`src/rtl/packet_mux_pkg.sv`:
```
// Shared types and defaults for the packet mux output path and its sanitizer.
package packet_mux_pkg;

   localparam int DATA_W        = 64;
   localparam int EMPTY_W       = 3;
   localparam int MAX_PKT_BEATS = 256;
   localparam int STAT_CNT_W    = 32;

   typedef enum logic [1:0] {
      SAN_IDLE,
      SAN_IN_PKT,
      SAN_DISCARD
   } san_state_t;

endpackage

```
`src/rtl/pkt_stat_counter.sv`:
```
// Saturating statistics counter with synchronous clear that wins over increment.
module pkt_stat_counter #(
   parameter int CNT_W = 32,
   parameter int INC_W = 1
) (
   input  logic             clk,
   input  logic             rst_n,
   input  logic             clr,
   input  logic             inc_en,
   input  logic [INC_W-1:0] inc_amt,
   output logic [CNT_W-1:0] cnt
);

   function automatic logic [CNT_W-1:0] sat_add(input logic [CNT_W-1:0] a,
                                                input logic [INC_W-1:0] b);
      logic [CNT_W:0] sum;
      sum = {1'b0, a} + (CNT_W+1)'(b);
      return sum[CNT_W] ? '1 : sum[CNT_W-1:0];
   endfunction

   always_ff @(posedge clk) begin
      if (!rst_n || clr) begin
         cnt <= '0;
      end else if (inc_en) begin
         cnt <= sat_add(cnt, inc_amt);
      end
   end

endmodule

```
`src/rtl/pkt_sanitizer.sv`:
```
// Framing sanitizer: repairs/drops malformed sop/eop framing, caps packet length,
// keeps saturating traffic statistics. One registered stage, full throughput.
module pkt_sanitizer #(
   parameter int DATA_W    = packet_mux_pkg::DATA_W,
   parameter int EMP_W     = packet_mux_pkg::EMPTY_W,
   parameter int MAX_BEATS = packet_mux_pkg::MAX_PKT_BEATS,
   parameter int CNT_W     = packet_mux_pkg::STAT_CNT_W
) (
   input  logic              clk,
   input  logic              rst_n,
   input  logic [DATA_W-1:0] s_data,
   input  logic              s_valid,
   input  logic              s_sop,
   input  logic              s_eop,
   input  logic [EMP_W-1:0]  s_empty,
   input  logic              s_error,
   output logic              s_ready,
   output logic [DATA_W-1:0] m_data,
   output logic              m_valid,
   output logic              m_sop,
   output logic              m_eop,
   output logic [EMP_W-1:0]  m_empty,
   output logic              m_error,
   input  logic              m_ready,
   input  logic              clr_stats,
   output logic [CNT_W-1:0]  stat_pkts,
   output logic [CNT_W-1:0]  stat_err_pkts,
   output logic [CNT_W-1:0]  stat_bytes,
   output logic [CNT_W-1:0]  stat_drop_beats
);
   import packet_mux_pkg::*;

   localparam int BC_W   = $clog2(MAX_BEATS + 1);
   localparam int BYTES  = DATA_W / 8;
   localparam int BYTE_W = $clog2(BYTES + 1);

   san_state_t        state;
   logic [BC_W-1:0]   beat_cnt;
   san_state_t        state_nx;
   logic [BC_W-1:0]   beat_cnt_nx;
   logic              accept;
   logic              fwd_p0;
   logic              sop_p0;
   logic              eop_p0;
   logic [EMP_W-1:0]  empty_p0;
   logic              error_p0;
   logic [BYTE_W-1:0] bytes_p0;

   assign s_ready = !m_valid || m_ready;
   assign accept  = s_valid && s_ready;

   // Stage p0: classify the incoming beat and build its sanitized framing
   always_comb begin
      fwd_p0      = 1'b0;
      sop_p0      = s_sop;
      eop_p0      = s_eop;
      empty_p0    = s_empty;
      error_p0    = s_error;
      state_nx    = state;
      beat_cnt_nx = beat_cnt;
      unique case (state)
         SAN_IN_PKT: begin
            fwd_p0 = 1'b1;
            if (s_sop) begin
               // A new sop implies the previous eop was lost: close the packet here.
               sop_p0      = 1'b0;
               eop_p0      = 1'b1;
               error_p0    = 1'b1;
               empty_p0    = '0;
               state_nx    = s_eop ? SAN_IDLE : SAN_DISCARD;
               beat_cnt_nx = '0;
            end else if (s_eop) begin
               state_nx    = SAN_IDLE;
               beat_cnt_nx = '0;
            end else if (beat_cnt == BC_W'(MAX_BEATS - 1)) begin
               eop_p0      = 1'b1;
               error_p0    = 1'b1;
               empty_p0    = '0;
               state_nx    = SAN_DISCARD;
               beat_cnt_nx = '0;
            end else begin
               beat_cnt_nx = beat_cnt + 1'b1;
            end
         end
         default: begin
            if (s_sop) begin
               fwd_p0      = 1'b1;
               state_nx    = s_eop ? SAN_IDLE : SAN_IN_PKT;
               beat_cnt_nx = s_eop ? '0 : BC_W'(1);
            end else if (state == SAN_DISCARD && s_eop) begin
               state_nx = SAN_IDLE;
            end
         end
      endcase
      if (!eop_p0) begin
         empty_p0 = '0;
      end
   end

   assign bytes_p0 = BYTE_W'(BYTES) - (eop_p0 ? BYTE_W'(empty_p0) : '0);

   // Stage p1: output register and FSM state, advanced only on accepted beats
   always_ff @(posedge clk) begin
      if (!rst_n) begin
         state    <= SAN_IDLE;
         beat_cnt <= '0;
         m_valid  <= 1'b0;
         m_data   <= '0;
         m_sop    <= 1'b0;
         m_eop    <= 1'b0;
         m_empty  <= '0;
         m_error  <= 1'b0;
      end else begin
         if (accept) begin
            state    <= state_nx;
            beat_cnt <= beat_cnt_nx;
         end
         if (accept && fwd_p0) begin
            m_valid <= 1'b1;
            m_data  <= s_data;
            m_sop   <= sop_p0;
            m_eop   <= eop_p0;
            m_empty <= empty_p0;
            m_error <= error_p0;
         end else if (m_ready) begin
            m_valid <= 1'b0;
         end
      end
   end

   pkt_stat_counter #(.CNT_W(CNT_W), .INC_W(1)) u_cnt_pkts (
      .clk(clk), .rst_n(rst_n), .clr(clr_stats),
      .inc_en(accept && fwd_p0 && eop_p0), .inc_amt(1'b1), .cnt(stat_pkts)
   );

   pkt_stat_counter #(.CNT_W(CNT_W), .INC_W(1)) u_cnt_err_pkts (
      .clk(clk), .rst_n(rst_n), .clr(clr_stats),
      .inc_en(accept && fwd_p0 && eop_p0 && error_p0), .inc_amt(1'b1), .cnt(stat_err_pkts)
   );

   pkt_stat_counter #(.CNT_W(CNT_W), .INC_W(BYTE_W)) u_cnt_bytes (
      .clk(clk), .rst_n(rst_n), .clr(clr_stats),
      .inc_en(accept && fwd_p0), .inc_amt(bytes_p0), .cnt(stat_bytes)
   );

   pkt_stat_counter #(.CNT_W(CNT_W), .INC_W(1)) u_cnt_drop (
      .clk(clk), .rst_n(rst_n), .clr(clr_stats),
      .inc_en(accept && !fwd_p0), .inc_amt(1'b1), .cnt(stat_drop_beats)
   );

endmodule
```
`config.mk`:
```
export PLATFORM = sky130hd
export DESIGN_NAME = pkt_sanitizer
export DESIGN_NICKNAME = d
export VERILOG_FILES = /design/src/rtl/packet_mux_pkg.sv /design/src/rtl/pkt_stat_counter.sv /design/src/rtl/pkt_sanitizer.sv
export SDC_FILE = /design/constraint.sdc
export NUM_CORES = 1
export LEC_CHECK = 0
export ABC_CLOCK_PERIOD_IN_PS = 5660
export BUFFER_PORTS_ARGS = -buffer_cell sky130_fd_sc_hd__buf_2
export CAP_MARGIN = 25
export CELL_PAD_IN_SITES_DETAIL_PLACEMENT = 1
export CELL_PAD_IN_SITES_GLOBAL_PLACEMENT = 1
export CORE_MARGIN = 2
export CORE_UTILIZATION = 25
export CTS_CLUSTER_DIAMETER = 60
export DETAILED_ROUTE_END_ITERATION = 10
export PLACE_DENSITY_LB_ADDON = 0.1
export SYNTH_ARGS = -nofsm -noshare
export SYNTH_HDL_FRONTEND = slang
export SYNTH_SLANG_ARGS = --single-unit
```
`constraint.sdc`:
```
create_clock -name clk -period 5.66 [get_ports clk]
set_input_delay 1.415 -clock clk [delete_from_list [all_inputs] [get_ports clk]]
set_output_delay 1.415 -clock clk [all_outputs]
set_load 0.1 [all_outputs]
```
**Yosys cells after proc, flatten, opt, wreduce, memory -nomap -nowiden**

Index checks and enable logic that the tools add are counted.

- Equality and inequality tests: 4
- Reduce and logical (&&, ||, !) cells: 16
- Add/subtract/negate cells: 6
- Multiplexer cells: 37

Operator list:

| cell | number |
|---|---|
| $mux W32 | 4 |
| $add A32 B1 Y33 const B | 3 |
| $mux W9 | 5 |
| $add A32 B4 Y33 | 1 |
| $mux W3 | 6 |
| $mux W1 | 15 |
| $mux W2 | 7 |
| $add A9 B1 Y9 const B | 1 |
| $eq A9 B8 Y1 const B | 1 |
| $logic_and A1 B1 Y1 | 6 |
| $ne A4 B4 Y1 const B | 1 |
| $reduce_bool A2 Y1 | 2 |
| $sub A4 B3 Y4 const A | 1 |
| $logic_not A1 Y1 | 3 |
| $reduce_and A3 Y1 | 1 |
| $reduce_bool A3 Y1 | 1 |
| $eq A2 B1 Y1 const B | 1 |
| $eq A2 B2 Y1 const B | 1 |
| $logic_or A1 B1 Y1 | 2 |
| $reduce_and A2 Y1 | 1 |

- Logic and storage cells: 75
- Flip-flop bits (word level): 210
- Bits of input ports: 75
- Output and inout bits: 200

**Longest topological paths before layout**

- Depth in word-level cells: 10
- Gate-level depth with buffers: 15
- Mapped depth without buffers: 13

**Modules after synthesis**

Synthesis repeated with hierarchy kept, for this count alone.

- Cell total of the unflattened synthesis: 1166
- Area total of the unflattened synthesis: 9836.9 um^2

Modules (own cells, without submodules):

| module | instances | cells an instance | area an instance (um^2) | sequential area each (um^2) |
|---|---|---|---|---|
| pkt_stat_counter (u_cnt_drop ...) | 3 | 195 | 1684.1 | 640.6 |
| pkt_sanitizer | 1 | 399 | 3150.5 | 1641.6 |
| pkt_stat_counter (u_cnt_bytes) | 1 | 182 | 1634.1 | 640.6 |

**Least setup slack after synthesis**

No wires, ideal clock.

- Path type: input-to-reg
- From: input s_eop
- To: register u_cnt_bytes.cnt[10]
- Setup time: 0.133 ns
- Buffers on the path: 2
- Arrival time: 3.970 ns
- Required time: 5.527 ns
- Cell stages on the path: 13
- Path slack: 1.557 ns
- Cells stage by stage: buf_2 -> a21boi_0 -> nand2_1 -> ha_1 -> xor2_1 -> ha_1 -> nor2b_1 -> o21a_1 -> or2_2 -> and3_1 -> nand2_1 -> clkbuf_1 -> a21oi_1

- Longest elaborated chain between the ends: 8
- Elaborated cells on any way between the ends: 11
- Classes of those cells: add/sub: 2; mux: 9

Ends and longest elaborated chain:

| item | RTL line | text |
|---|---|---|
| start: declaration | pkt_sanitizer.sv:14 | `input logic s_eop,` |
| $mux W3 / $mux W1 (equally long branches) | pkt_sanitizer.sv:72 | `end else if (s_eop) begin` |
| $mux W3 / $mux W1 (equally long branches) | pkt_sanitizer.sv:64 | `if (s_sop) begin` |
| $mux W3 / $mux W1 (equally long branches) | pkt_sanitizer.sv:61 | `unique case (state)` |
| $mux W3 | pkt_sanitizer.sv:95 | `if (!eop_p0) begin` |
| $mux W3 * | pkt_sanitizer.sv:100 | `assign bytes_p0 = BYTE_W'(BYTES) - (eop_p0 ? BYTE_W'(empty_p0) : '0);` |
| $sub A4 B3 Y4 * | pkt_sanitizer.sv:100 |  |
| $add A32 B4 Y33 * | pkt_stat_counter.sv:17 | `sum = {1'b0, a} + (CNT_W+1)'(b);` |
| $mux W32 * | pkt_stat_counter.sv:18 | `return sum[CNT_W] ? '1 : sum[CNT_W-1:0];` |
| end signal: assignment | pkt_stat_counter.sv:25 | `cnt <= sat_add(cnt, inc_amt);` |
| end: declaration | pkt_stat_counter.sv:11 | `output logic [CNT_W-1:0] cnt` |

Every way passes the cells marked *; elsewhere a longest branch is shown, timed or not.
A chain may end at the register's enable or synchronous reset.

**Worst setup path after layout**

- From: input s_eop
- To: register u_cnt_bytes.cnt[8]

The elaborated chain is that of the path after synthesis.

==> impl_metrics.csv <==
group,metric,value,unit
status,status,"finished clean",
finish,post-route-util,33.3,%
routing,via_per_inst,4.74,
power,peakVddDrop,173,uV
cts,ctsResizeCount,0,
logic_synthesis,syn_inst,1116,
floorplan,dieArea,39200,sq um
worst_hold_path,min_path_type,"flop to flop",
routing,drt_iter0_drc,233,
timing,finalCritPeriodShare,74.5,%
timing,layout_min_cycle_time,4220,ps
timing,setup_tns,0,ps
timing,hold_viol_final,0,
timing,whs,432,ps
cts,clock_latency,520,ps
power,powerDensity,332,nW/um^2
finish,fin_cells,1874,
global_routing,grt.overflow.total,0,
run,cap_viol_max_count,0,
critical_path,critPathKind,"primary input to flop",
routing,firstDrtPassIters,4,
logic_synthesis,syn_area,9400,sq um
placed_design,gp_congestion,0.739,
floorplan,placementRows,71,
critical_path,worstPathArrival,4590,ps
routing,drt_wl_total,31.9,mm
logic_synthesis,synth_area_per_cell,8.43,sq um
timing,worst_slack,1440,ps
finish,final_cell_area,12400,sq um
finish,fin_nets,1460,
logic_synthesis,syn_nets,1201,
placed_design,postPlaceCellArea,11200,sq um
global_routing,grt.total_usage,15.9,%
finish,syn_to_final_growth,32.3,%
placed_design,dp_cells,1812,
routing,wire_per_inst,17.0,um
logic_synthesis,yosysWarnings,0,
cts,postCtsSetupBuffers,0,
cts,clkTransAtPathRegs,50,ps
logic_synthesis,ys_ff_latch,210,
cts,cts_buffers,35,
cts,cts_max_level,2,
logic_synthesis,ys_types,56,
power,power,4.13,mW
routing,route.detailed.drc,0,
critical_path,start_kind,"primary input",
critical_path,crit_fanout,16,
timing,setup_viol,0,
logic_synthesis,synth_edf_count,0,
global_routing,grt_pass1_vias,8890,
global_routing,antenna_found_initial,2,
floorplan,core,37300,sq um
logic_synthesis,synth-seq-area-share,44.7,%
floorplan,die_h,198,um
timing,skew,19.4,ps
floorplan,die_x,198,um
logic_synthesis,synth-async-reset-ratio,0,%
cts,clockRootBuffer,"clkbuf_16",
floorplan,initial_core_util,25.2,%
cts,clock-sinks,210,
cts,clockBufferDepth,3,
routing,vias,8887,
routing,ant_nets,0,
cts,holdBufCountCts,0,
critical_path,end_kind,"flop",
timing,max_freq,0.237,GHz
placed_design,io_buffer_count,274,
timing,drv_slew,0,
timing,tightest_slew,1050,ps
cts,cts_tree,"done",
global_routing,grt_pass1_wl,50.0,mm
placed_design,dp_hpwl,22.3,mm
logic_synthesis,synth-main-ff-cell,"dfxtp_1",
global_routing,grt_max_degree,78,
timing,rsz0062_at_grt,"no",
timing,slew_headroom,29.9,%
finish,drive_gt1_share,25.2,%
placed_design,dpl_worst_slack,857,ps
critical_path,crit_required,6030,ps
floorplan,pin_count,275,
power,p_leak,4.94,nW
[cells in the mapped netlist (3+ instances only)]
| cell | instances | area (sq um) |
|---|---|---|
| a211oi_1 | 3 | 22.5 |
| a21boi_0 | 68 | 510 |
| a21oi_1 | 120 | 601 |
| a31oi_1 | 6 | 37.5 |
| and2_1 | 10 | 62.6 |
| and3_1 | 24 | 150 |
| and4_1 | 16 | 140 |
| buf_1 | 3 | 11.3 |
| buf_2 | 3 | 15.0 |
| buf_6 | 3 | 33.8 |
| clkbuf_1 | 53 | 199 |
| dfxtp_1 | 210 | 4200 |
| ha_1 | 9 | 113 |
| inv_1 | 23 | 86.3 |
| mux2i_1 | 4 | 40.0 |
| nand2_1 | 202 | 758 |
| nand2b_1 | 3 | 18.8 |
| nand3_1 | 43 | 215 |
| nand4_1 | 38 | 238 |
| nand4b_1 | 3 | 26.3 |
| nor2_1 | 43 | 161 |
| nor2b_1 | 5 | 31.3 |
| nor3_1 | 36 | 180 |
| nor4_1 | 13 | 81.3 |
| o2111a_1 | 3 | 33.8 |
| o21a_1 | 3 | 22.5 |
| o21ai_0 | 17 | 85.1 |
| or3_1 | 6 | 37.5 |
| or4_1 | 6 | 45.0 |
| xnor2_1 | 59 | 517 |
| xor2_1 | 50 | 438 |
[placed cells by master, fill, tap and decap left out, drive strengths merged, types with 3 or more instances in the layout]
master,count
a211oi,3
a21boi,68
a21oi,121
a31oi,6
and2,10
and3,24
and4,16
buf,284
bufinv,4
clkbuf,44
clkinv,7
clkinvlp,4
dfxtp,210
ha,9
inv,25
mux2i,4
nand2,202
nand2b,3
nand3,43
nand4,39
nand4b,3
nor2,44
nor2b,5
nor3,36
nor4,14
o2111a,3
o21a,3
o21ai,18
or3,6
or4,6
xnor2,59
xor2,50
[routing by layer]
layer | GRT usage [%] | routed length (um) | up-vias
met1 | 20.0 | 14500 | 4243
met3 | 4.28 | 1700 | 45
met2 | 26.6 | 15000 | 178
met4 | 4.87 | 699 | 2
li1 | - | - | 4419
met5 | 0 | 7 | -
[report_power, final]
group,total (mW),internal (mW),switching (mW)
registers,1.52,1.51,0.0157
clock network,2.21,1.43,0.787
logic,0.391,0.0769,0.314
total,4.13,3.01,1.12
[sequential cells by signal (all words and copies together), names as in the netlist]
| name | count |
|---|---|
| m_eop | 1 |
| beat_cnt | 9 |
| m_valid | 1 |
| u_cnt_err_pkts.cnt | 32 |
| u_cnt_drop.cnt | 32 |
| u_cnt_pkts.cnt | 32 |
| state | 2 |
| m_error | 1 |
| m_data | 64 |
| m_empty | 3 |
| m_sop | 1 |
| u_cnt_bytes.cnt | 32 |
[kinds of logic (layout without fill, tap and decap cells)]
group,Yosys count,count (layout),share of synthesized area (%)
muxes,4,4,0.426
other,0,1,0
DFF,210,210,44.7
buffers and inverters,85,368,3.67
adders and majority gates,10,10,1.41
AOI/OAI and AO/OA,238,238,15.6
and+or+nand+nor,460,460,24.1
xor gates and xnor gates,109,109,10.2
[area by class of cell]
type | count | area (sq um)
diodes | 1 | 2.50
clock buffers | 44 | 992
clock inverters | 17 | 210
fillers | 4451 | 24900
inverters | 23 | 86.3
multi-input cells | 821 | 4870
flip-flops and latches | 210 | 4200
well taps | 474 | 593
repair buffers | 284 | 1480
[worst max-delay path, cell delays in order]
cell and delay [ps]:
buf_2 190, a21boi_0 480, nand2_1 210, ha_1 260, xor2_1 180, ha_1 340, nor2b_1 150, o21a_1 180
or2_2 310, and3_1 200, nand2_1 300, buf_4 290, a21oi_1 90
[final timing paths]
path / start / endpoint / slack [ps] / cells past startpoint
hold / removal: beat_cnt[8]$_SDFFE_PN0P_ / beat_cnt[8]$_SDFFE_PN0P_ / 430 / 2
setup / recovery: s_eop / u_cnt_bytes.cnt[8]$_SDFFE_PP0P_ / 1440 / 13
setup reg to reg: state[0]$_SDFFE_PN0P_ / u_cnt_bytes.cnt[8]$_SDFFE_PP0P_ / 1840 / 13
hold reg to reg: beat_cnt[8]$_SDFFE_PN0P_ / beat_cnt[8]$_SDFFE_PN0P_ / 430 / 2
Power figures use the tool's default switching activity.
